==> src/rtl/biu_pkg.sv <==
// Shared AHB-Lite encodings and the SRAM bridge state type.
package biu_pkg;

    localparam logic [1:0] HTRANS_IDLE   = 2'b00;
    localparam logic [1:0] HTRANS_BUSY   = 2'b01;
    localparam logic [1:0] HTRANS_NONSEQ = 2'b10;
    localparam logic [1:0] HTRANS_SEQ    = 2'b11;

    localparam logic [2:0] HSIZE_BYTE  = 3'd0;
    localparam logic [2:0] HSIZE_HALF  = 3'd1;
    localparam logic [2:0] HSIZE_WORD  = 3'd2;
    localparam logic [2:0] HSIZE_DWORD = 3'd3;

    localparam logic HRESP_OKAY  = 1'b0;
    localparam logic HRESP_ERROR = 1'b1;

    typedef enum logic [2:0] {
        IDLE = 3'd0,
        WR   = 3'd1,
        RD   = 3'd2,
        ERR1 = 3'd3,
        ERR2 = 3'd4
    } bridge_state_t;

endpackage

==> src/rtl/ahb_sram_be_gen.sv <==
// Byte-lane enables and size/alignment legality for one AHB beat.
module ahb_sram_be_gen
    import biu_pkg::*;
(
    input  logic [2:0] i_haddr_lo,
    input  logic [2:0] i_hsize,
    output logic [7:0] o_be,
    output logic       o_misaligned,
    output logic       o_bad_size
);

    // Lane mask is the transfer width shifted to its byte offset.
    always_comb begin
        o_be         = 8'h00;
        o_misaligned = 1'b0;
        o_bad_size   = 1'b0;
        case (i_hsize)
            HSIZE_BYTE: begin
                o_be = 8'h01 << i_haddr_lo;
            end
            HSIZE_HALF: begin
                o_be         = 8'h03 << i_haddr_lo;
                o_misaligned = i_haddr_lo[0];
            end
            HSIZE_WORD: begin
                o_be         = 8'h0F << i_haddr_lo;
                o_misaligned = |i_haddr_lo[1:0];
            end
            HSIZE_DWORD: begin
                o_be         = 8'hFF;
                o_misaligned = |i_haddr_lo;
            end
            default: begin
                o_bad_size = 1'b1;
            end
        endcase
    end

endmodule

==> src/rtl/ahb_sram_bridge.sv <==
// AHB-Lite slave terminating onto a single-port synchronous 64-bit SRAM.
module ahb_sram_bridge
    import biu_pkg::*;
#(
    parameter int unsigned ADDR_W    = 16,
    parameter logic [63:0] BASE_ADDR = 64'h0000_0000_8000_0000,
    parameter int unsigned RD_LAT    = 1
) (
    input  logic              clk,
    input  logic              rst,
    input  logic              hsel,
    input  logic [63:0]       haddr,
    input  logic              hwrite,
    input  logic [2:0]        hsize,
    input  logic [2:0]        hburst,
    input  logic [1:0]        htrans,
    input  logic [63:0]       hwdata,
    input  logic              hready_in,
    output logic              hreadyout,
    output logic              hresp,
    output logic [63:0]       hrdata,
    output logic              sram_ce,
    output logic              sram_we,
    output logic [7:0]        sram_be,
    output logic [ADDR_W-1:0] sram_addr,
    output logic [63:0]       sram_wdata,
    input  logic [63:0]       sram_rdata
);

    localparam int unsigned    CNT_W    = 2;
    localparam logic [63:0]    WIN_END  = BASE_ADDR + (64'd8 << ADDR_W);
    localparam logic [CNT_W-1:0] LAST_CNT = CNT_W'(RD_LAT);

    bridge_state_t     r_state;
    logic [CNT_W-1:0]  r_cnt;
    logic              r_hreadyout;
    logic              r_hresp;
    logic              r_sram_ce;
    logic              r_sram_we;
    logic [7:0]        r_sram_be;
    logic [ADDR_W-1:0] r_sram_addr;
    logic [63:0]       r_wdata;

    bridge_state_t     w_state_nxt;
    logic [CNT_W-1:0]  w_cnt_nxt;
    logic              w_hreadyout_nxt;
    logic              w_hresp_nxt;
    logic              w_ce_nxt;
    logic              w_we_nxt;
    logic [7:0]        w_be_nxt;
    logic [ADDR_W-1:0] w_addr_nxt;

    logic              w_sample;
    logic [63:0]       w_offset;
    logic              w_out_of_range;
    logic [7:0]        w_be;
    logic              w_misaligned;
    logic              w_bad_size;
    logic              w_err;
    logic              w_rd_last;
    logic              w_unused;

    assign w_sample       = hsel & hready_in & htrans[1];
    assign w_offset       = haddr - BASE_ADDR;
    assign w_out_of_range = (haddr < BASE_ADDR) || (haddr >= WIN_END);
    assign w_err          = w_out_of_range | w_misaligned | w_bad_size;
    assign w_rd_last      = (r_state == RD) && (r_cnt == LAST_CNT);
    assign w_unused       = ^{hburst, htrans[0], w_offset[63:ADDR_W+3], w_offset[2:0]};

    ahb_sram_be_gen u_be_gen (
        .i_haddr_lo   (haddr[2:0]),
        .i_hsize      (hsize),
        .o_be         (w_be),
        .o_misaligned (w_misaligned),
        .o_bad_size   (w_bad_size)
    );

    // Next state, wait counter and next values of the registered outputs.
    always_comb begin
        w_state_nxt = r_state;
        w_cnt_nxt   = '0;
        w_ce_nxt    = 1'b0;
        w_we_nxt    = r_sram_we;
        w_be_nxt    = r_sram_be;
        w_addr_nxt  = r_sram_addr;
        case (r_state)
            ERR1: begin
                w_state_nxt = ERR2;
            end
            RD: begin
                if (!w_rd_last) begin
                    w_state_nxt = RD;
                    w_cnt_nxt   = r_cnt + CNT_W'(1);
                end else begin
                    w_state_nxt = IDLE;
                end
            end
            default: begin
                w_state_nxt = IDLE;
            end
        endcase
        // A beat can only be accepted in a cycle that finishes the data phase.
        if (w_sample && (r_state != ERR1) && ((r_state != RD) || w_rd_last)) begin
            if (w_err) begin
                w_state_nxt = ERR1;
            end else begin
                w_state_nxt = hwrite ? WR : RD;
                w_ce_nxt    = 1'b1;
                w_we_nxt    = hwrite;
                w_be_nxt    = hwrite ? w_be : 8'hFF;
                w_addr_nxt  = w_offset[ADDR_W+2:3];
            end
        end
        w_hreadyout_nxt = !((w_state_nxt == ERR1) ||
                            ((w_state_nxt == RD) && (w_cnt_nxt != LAST_CNT)));
        w_hresp_nxt     = ((w_state_nxt == ERR1) || (w_state_nxt == ERR2)) ?
                          HRESP_ERROR : HRESP_OKAY;
    end

    // State, counter and output registers.
    always_ff @(posedge clk) begin
        if (!rst) begin
            r_state     <= IDLE;
            r_cnt       <= '0;
            r_hreadyout <= 1'b1;
            r_hresp     <= HRESP_OKAY;
            r_sram_ce   <= 1'b0;
            r_sram_we   <= 1'b0;
            r_sram_be   <= 8'h00;
            r_sram_addr <= '0;
        end else begin
            r_state     <= w_state_nxt;
            r_cnt       <= w_cnt_nxt;
            r_hreadyout <= w_hreadyout_nxt;
            r_hresp     <= w_hresp_nxt;
            r_sram_ce   <= w_ce_nxt;
            r_sram_we   <= w_we_nxt;
            r_sram_be   <= w_be_nxt;
            r_sram_addr <= w_addr_nxt;
        end
    end

    // Hold the last write data so the SRAM data bus stays quiet between writes.
    always_ff @(posedge clk) begin
        if (!rst) begin
            r_wdata <= 64'd0;
        end else if (r_state == WR) begin
            r_wdata <= hwdata;
        end
    end

    // Write data arrives in the data phase and goes straight to the SRAM.
    assign sram_wdata = (r_state == WR) ? hwdata : r_wdata;
    assign hrdata     = w_rd_last ? sram_rdata : 64'd0;
    assign hreadyout  = r_hreadyout;
    assign hresp      = r_hresp;
    assign sram_ce    = r_sram_ce;
    assign sram_we    = r_sram_we;
    assign sram_be    = r_sram_be;
    assign sram_addr  = r_sram_addr;

endmodule

==> config.mk <==
export PLATFORM = sky130hd
export DESIGN_NAME = ahb_sram_bridge
export DESIGN_NICKNAME = d
export VERILOG_FILES = /design/src/rtl/biu_pkg.sv /design/src/rtl/ahb_sram_be_gen.sv /design/src/rtl/ahb_sram_bridge.sv
export SDC_FILE = /design/constraint.sdc
export NUM_CORES = 1
export LEC_CHECK = 0
export CAP_MARGIN = 20
export CORE_AREA = 2 2 139 141
export CTS_CLUSTER_DIAMETER = 150
export DETAILED_ROUTE_END_ITERATION = 12
export DIE_AREA = 0 0 141 143
export PLACE_DENSITY_LB_ADDON = 0.12
export REMOVE_ABC_BUFFERS = 1
export SLEW_MARGIN = 20
export SYNTH_ARGS = -nofsm -noshare
export SYNTH_HDL_FRONTEND = slang
export SYNTH_SLANG_ARGS = --single-unit
==> constraint.sdc <==
create_clock -name clk -period 2.2 [get_ports clk]
set_input_delay 0.44 -clock clk [delete_from_list [all_inputs] [get_ports clk]]
set_output_delay 0.44 -clock clk [all_outputs]
set_load 0.005 [all_outputs]
## Word level (Yosys, flattened, before mapping)

Cells that the tools add are included.

| operators by class | value |
|---|---|
| reduce and logical (&&, ||, !) cells | 15 |
| magnitude comparators | 2 |
| bitwise logic cells | 5 |
| equal/unequal tests | 13 |
| add/sub/neg operators | 2 |
| shifts and indexed selects | 3 |
| muxes and demuxes | 15 |

Operators with widths:

| cell | number |
|---|---|
| $mux 64 | 2 |
| $ge 64x32->1 const B | 1 |
| $lt 64x32->1 const B | 1 |
| $pmux 8 s4 | 1 |
| $sub 19x1->19 const B | 1 |
| $eq 3x2->1 const B | 6 |
| $mux 2 | 5 |
| $mux 8 | 1 |
| $shl 1x3->8 const A | 1 |
| $shl 2x3->8 const A | 1 |
| $shl 4x3->8 const A | 1 |
| $eq 3x1->1 const B | 2 |
| $ne 3x2->1 const B | 2 |
| $pmux 3 s2 | 1 |
| $logic_and 1x1->1 | 4 |
| $logic_or 1x1->1 | 4 |
| $reduce_and 2->1 | 2 |
| $reduce_or 4->1 | 1 |
| $eq 3x3->1 const B | 1 |
| $logic_not 3->1 | 1 |
| $mux 1 | 3 |
| $mux 3 | 1 |
| $pmux 1 s3 | 1 |
| $reduce_or 3->1 | 1 |
| other kinds (8) | 10 |

| storage, ports and cells | value |
|---|---|
| register bits | 97 |
| bits of input ports | 205 |

## Logic depth before layout (Yosys ltp)

| depth | value |
|---|---|
| depth after elaboration | 10 |
| mapped depth | 7 |

## Hierarchy

Synthesis repeated with hierarchy kept, for this count alone.

| second synthesis, totals | value |
|---|---|
| cell total of the unflattened synthesis | 480 |
| area, all modules | 4565.6 um^2 |

Modules (own cells, without submodules):

| module | instances | cells each | seq. area each (um^2) | area an instance (um^2) |
|---|---|---|---|---|
| ahb_sram_bridge | 1 | 431 | 1941.9 | 4252.8 |
| ahb_sram_be_gen | 1 | 49 | 0.0 | 312.8 |

## Worst setup path before layout

OpenSTA, ideal clock, no wires.

| path | value |
|---|---|
| path kind | reg2out |
| start point | register r_state[1] |
| end point | output hrdata[10] |
| buffers on the path | 2 |
| required time | 1.760 ns |
| stages on the path, launching flop included | 6 |
| path slack | 0.297 ns |
| arrival time | 1.463 ns |
| cell sequence | dfxtp_1 or3b_1 buf_2 nor3b_4 clkbuf_1 and2_1 |

| between the ends | value |
|---|---|
| word-level cells in the longest chain between the ends | 3 |

Ends and longest elaborated chain:

| item | line | source |
|---|---|---|
| start: declaration | ahb_sram_bridge.sv:34 | `bridge_state_t r_state;` |
| start signal: assignment | ahb_sram_bridge.sv:132 | `r_state <= w_state_nxt;` |
| $eq 3x2->1 | ahb_sram_bridge.sv:67 | `assign w_rd_last = (r_state == RD) && (r_cnt == LAST_CNT);` |
| $logic_and 1x1->1 | ahb_sram_bridge.sv:67 |  |
| $mux 64 | ahb_sram_bridge.sv:154 | `assign hrdata = w_rd_last ? sram_rdata : 64'd0;` |
| end: declaration | ahb_sram_bridge.sv:21 | `output logic [63:0] hrdata,` |

Every way passes these cells.

## Worst setup path in the final report

| path | value |
|---|---|
| start point | register r_state[0] |
| end point | output hrdata[13] |

The elaborated chain is that of the path after synthesis.

==> results.md <==
* Status: finished with violations
* Failing checks: negative setup slack
* Power Dens Cells at 415.6 nW/µm²
* Vias/cell at 4.509
* Worst-margin pin slew at 536.9 ps
* Final Hold Viols at 0
* WP buf/inv at 5
* Clock root buffer: clkbuf_16
* Worst Path Arrival at 1990 ps
* Cell row count at 50
* Netlist cell types at 36
* Skew-Pair Late Insertion Delay at 340 ps
* Clk slew on worst S/H paths at 70 ps
* Crit-path cells: or3b_4, nor3b_4, buf_6, buf_16, buf_12, buf_6, and2_4, buf_6
* Via Count at 5,158
* Setup crit end kind: output port
* Hold Path Class: register to register
* RSZ-0062 raised after global routing: true
* Internal power at 3.239 mW
* # setup viols final at 128
* H-tree levels at 3
* 1st-pass router iterations at 4
* Die area at 20,160 µm²
* #FFs+latches synth at 97
* RR Endpoint: r_wdata[3]
* First-pass GRT wire length at 30,490 µm
* Slew margin rel. at 0.6393
* Total CTS buffers at 9
* ANT nets after route at 0
* Die height at 143 µm
* Number of synthesized flops with an enable pin at 0
* Register share of total power at 0.426
* Core region area at 18,580 µm²
* CP peak stage delay at 410 ps
* Vias in the first global route at 5,268
* Hold Buf Count CTS at 0
* Mean Syn Cell Area at 9.588 µm²
* Most frequent cells in the layout: 227 x clkdlybuf4s50_1, 133 x buf_6, 94 x dfxtp_1
* TritonCTS clock tree: done
* Post-Synthesis Cells at 481
* CTS Buffer Depth at 2
* Kind of start point of the critical path: register
* Fin. max-slew vios at 0
* Area after DPL at 8587 µm²
* Mapped Area at 4612 µm²
* Max frequency at 412.1 MHz
* Switching share of power at 0.2291
* Minimum clock period at 2426 ps
* Area grow syn2layout at 119.2%
* Critical path origin: r_state[0]
* Clock share of power at 0.378
* Finished Cell Area at 10,110 µm²
* Slowest CP cell: or3b_4
* Register area share after synthesis at 0.4211
* R2r setup slk at 370 ps
* Final cell count without fillers at 1,144
* CP Depth at 8
* Clk sinks at 97
* R2R depth at 9
* I/O Pins at 361
* Most frequent CP cell: buf_6
* Clock Skew at 7.746 ps
* # DRC at 0
* Data required, critical path at 1760 ps
* Leakage power at 4.466 nW
* Most common cell after layout, fill and taps aside: clkdlybuf4s50_1
* Port Buffers at 356
* Warnings from Yosys at 0
* Peak VDD IR at 0.3708 mV
* Reg-to-Reg Start: r_state[1]
* Initial drt markers at 176
* Final WL at 21,130 µm
* WS Path Type: register to output port
* Post-Route Utilization at 0.5440
* Ys async rst share at 0
* DP HPWL at 14,860 µm
* Gpl congestion at 0.9903
* Fin crit share at 1.103
* Initial antenna violation count at 5
* Maxcap violations at 0
* Dominant synthesized flop cell: dfxtp_1
* Critical Path Fanout Max at 4
* Setup WS post-layout at -226.4 ps
* Critical path endpoint: hrdata[13]
* Initial Utilization at 0.2482
* Placed insts at 1,064
* CP delay by family, top: simple AND/OR/NAND/NOR gates
* Nets at 1,109
* Die X at 141 µm
* Grt total ovfl at 0
* Pin count of the biggest net entering global routing at 76
* Net Switching at 0.9623 mW
* Comb pwr share at 0.196
* Wire per inst at 18.47 µm
* Final hold slack at 457.9 ps
* Overall Power at 4.201 mW
* Layout cell share with drive strength beyond 1 at 0.3806
* Tot GR Track Use at 0.1969
## worst min-delay path by stage
stage / startpoint / to / depth (start not counted)
2_1_floorplan: sram_addr[0] / sram_addr[0] / 2
3_3_place_gp: sram_addr[6] / sram_addr[6] / 2
3_5_place_dp: sram_be[5] / sram_be[5] / 2
4_1_cts: sram_addr[15] / sram_addr[15] / 2
5_1_grt: sram_addr[4] / sram_addr[4] / 2
6_report: sram_addr[15] / sram_addr[15] / 2
## power groups by stage
stage | Sequential [mW] | Clock [mW] | Combinational [mW]
finish | 1.79 | 1.59 | 0.822
global route | 1.79 | 1.72 | 0.875
CTS | 1.79 | 1.64 | 0.795
detailed placement | 1.83 | 0 | 0.699
global placement | 1.83 | 0 | 0.693
floorplan | 1.83 | 0 | 0.146
## per-stage QoR
stage,worst slack (ps),setup TNS [ps]
final,-226.4,-14150
after detailed placement,-162.6,-16630
after global placement,-141.4,-14640
after floorplan,-3930,-494500
after global routing,-309.5,-25020
after CTS,-277.5,-23490
## worst reg2reg max path: cells and delay by family (launching register included)
kind | cells | cell delay (ps)
muxes | 1 | 300
buffers and inverters | 6 | 740
and+or+nand+nor | 2 | 380
DFF | 1 | 320
## layer usage
metal / global-route usage / routed length, µm / up-vias
met5: 0 / 64 / -
met4: 0.05000 / 364 / 10
met3: 0.07378 / 1832 / 37
met2: 0.3363 / 10310 / 210
met1: 0.2343 / 8563 / 2426
li1: - / - / 2475
## synthesized netlist by cell type, types with 2 or more instances
library cell  number  share of area
and2_1           128           0.17
dfxtp_1           97           0.42
mux2_2            64           0.16
nand2_1           44          0.036
mux2i_1           26          0.056
clkbuf_1          21          0.017
nor4_1            21          0.028
buf_2             10          0.011
o21ai_0           10          0.011
a21oi_1            9         0.0098
nand4_1            6         0.0081
inv_1              5         0.0041
nor2_1             5         0.0041
nor2b_1            4         0.0054
nor3_1             4         0.0043
nand2b_1           3         0.0041
a211oi_1           2         0.0033
buf_6              2         0.0049
nand3b_1           2         0.0033
nor4b_1            2         0.0038
## sequential cells by signal (all words and copies together) (netlist names)
register and cells:
hreadyout 1, hresp 1, r_cnt 2, r_state 3, r_wdata 64, sram_addr 16
sram_be 8, sram_ce 1, sram_we 1
## final cells by class
type	count	area, µm²
antenna	1	2.502
clock buffer	10	229.0
multi-input combinational	346	2851
sequential	97	1946
clock inverter	6	67.56
fill	1637	8472
tap	234	292.8
inverter	5	18.77
timing repair buffer	445	4701
## cells by family (layout without fill, tap and decap cells)
kind of cell | count (synthesis) | in the layout | share of synthesized area
AOI/OAI and AO/OA | 30 | 30 | 0.04015
buffers and inverters | 38 | 466 | 0.03690
DFF | 97 | 97 | 0.4211
muxes | 90 | 90 | 0.2127
other | 0 | 1 | 0
and+or+nand+nor | 226 | 226 | 0.2892
## repair_timing
action,in CTS,in global routing
endpoints found under the setup margin,128,128
pin swaps,35,6
hold endpoints to repair,0,0
gates cloned,7,2
gates resized for setup,698,71
buffers inserted,47,16
Power figures use the tool's default switching activity.
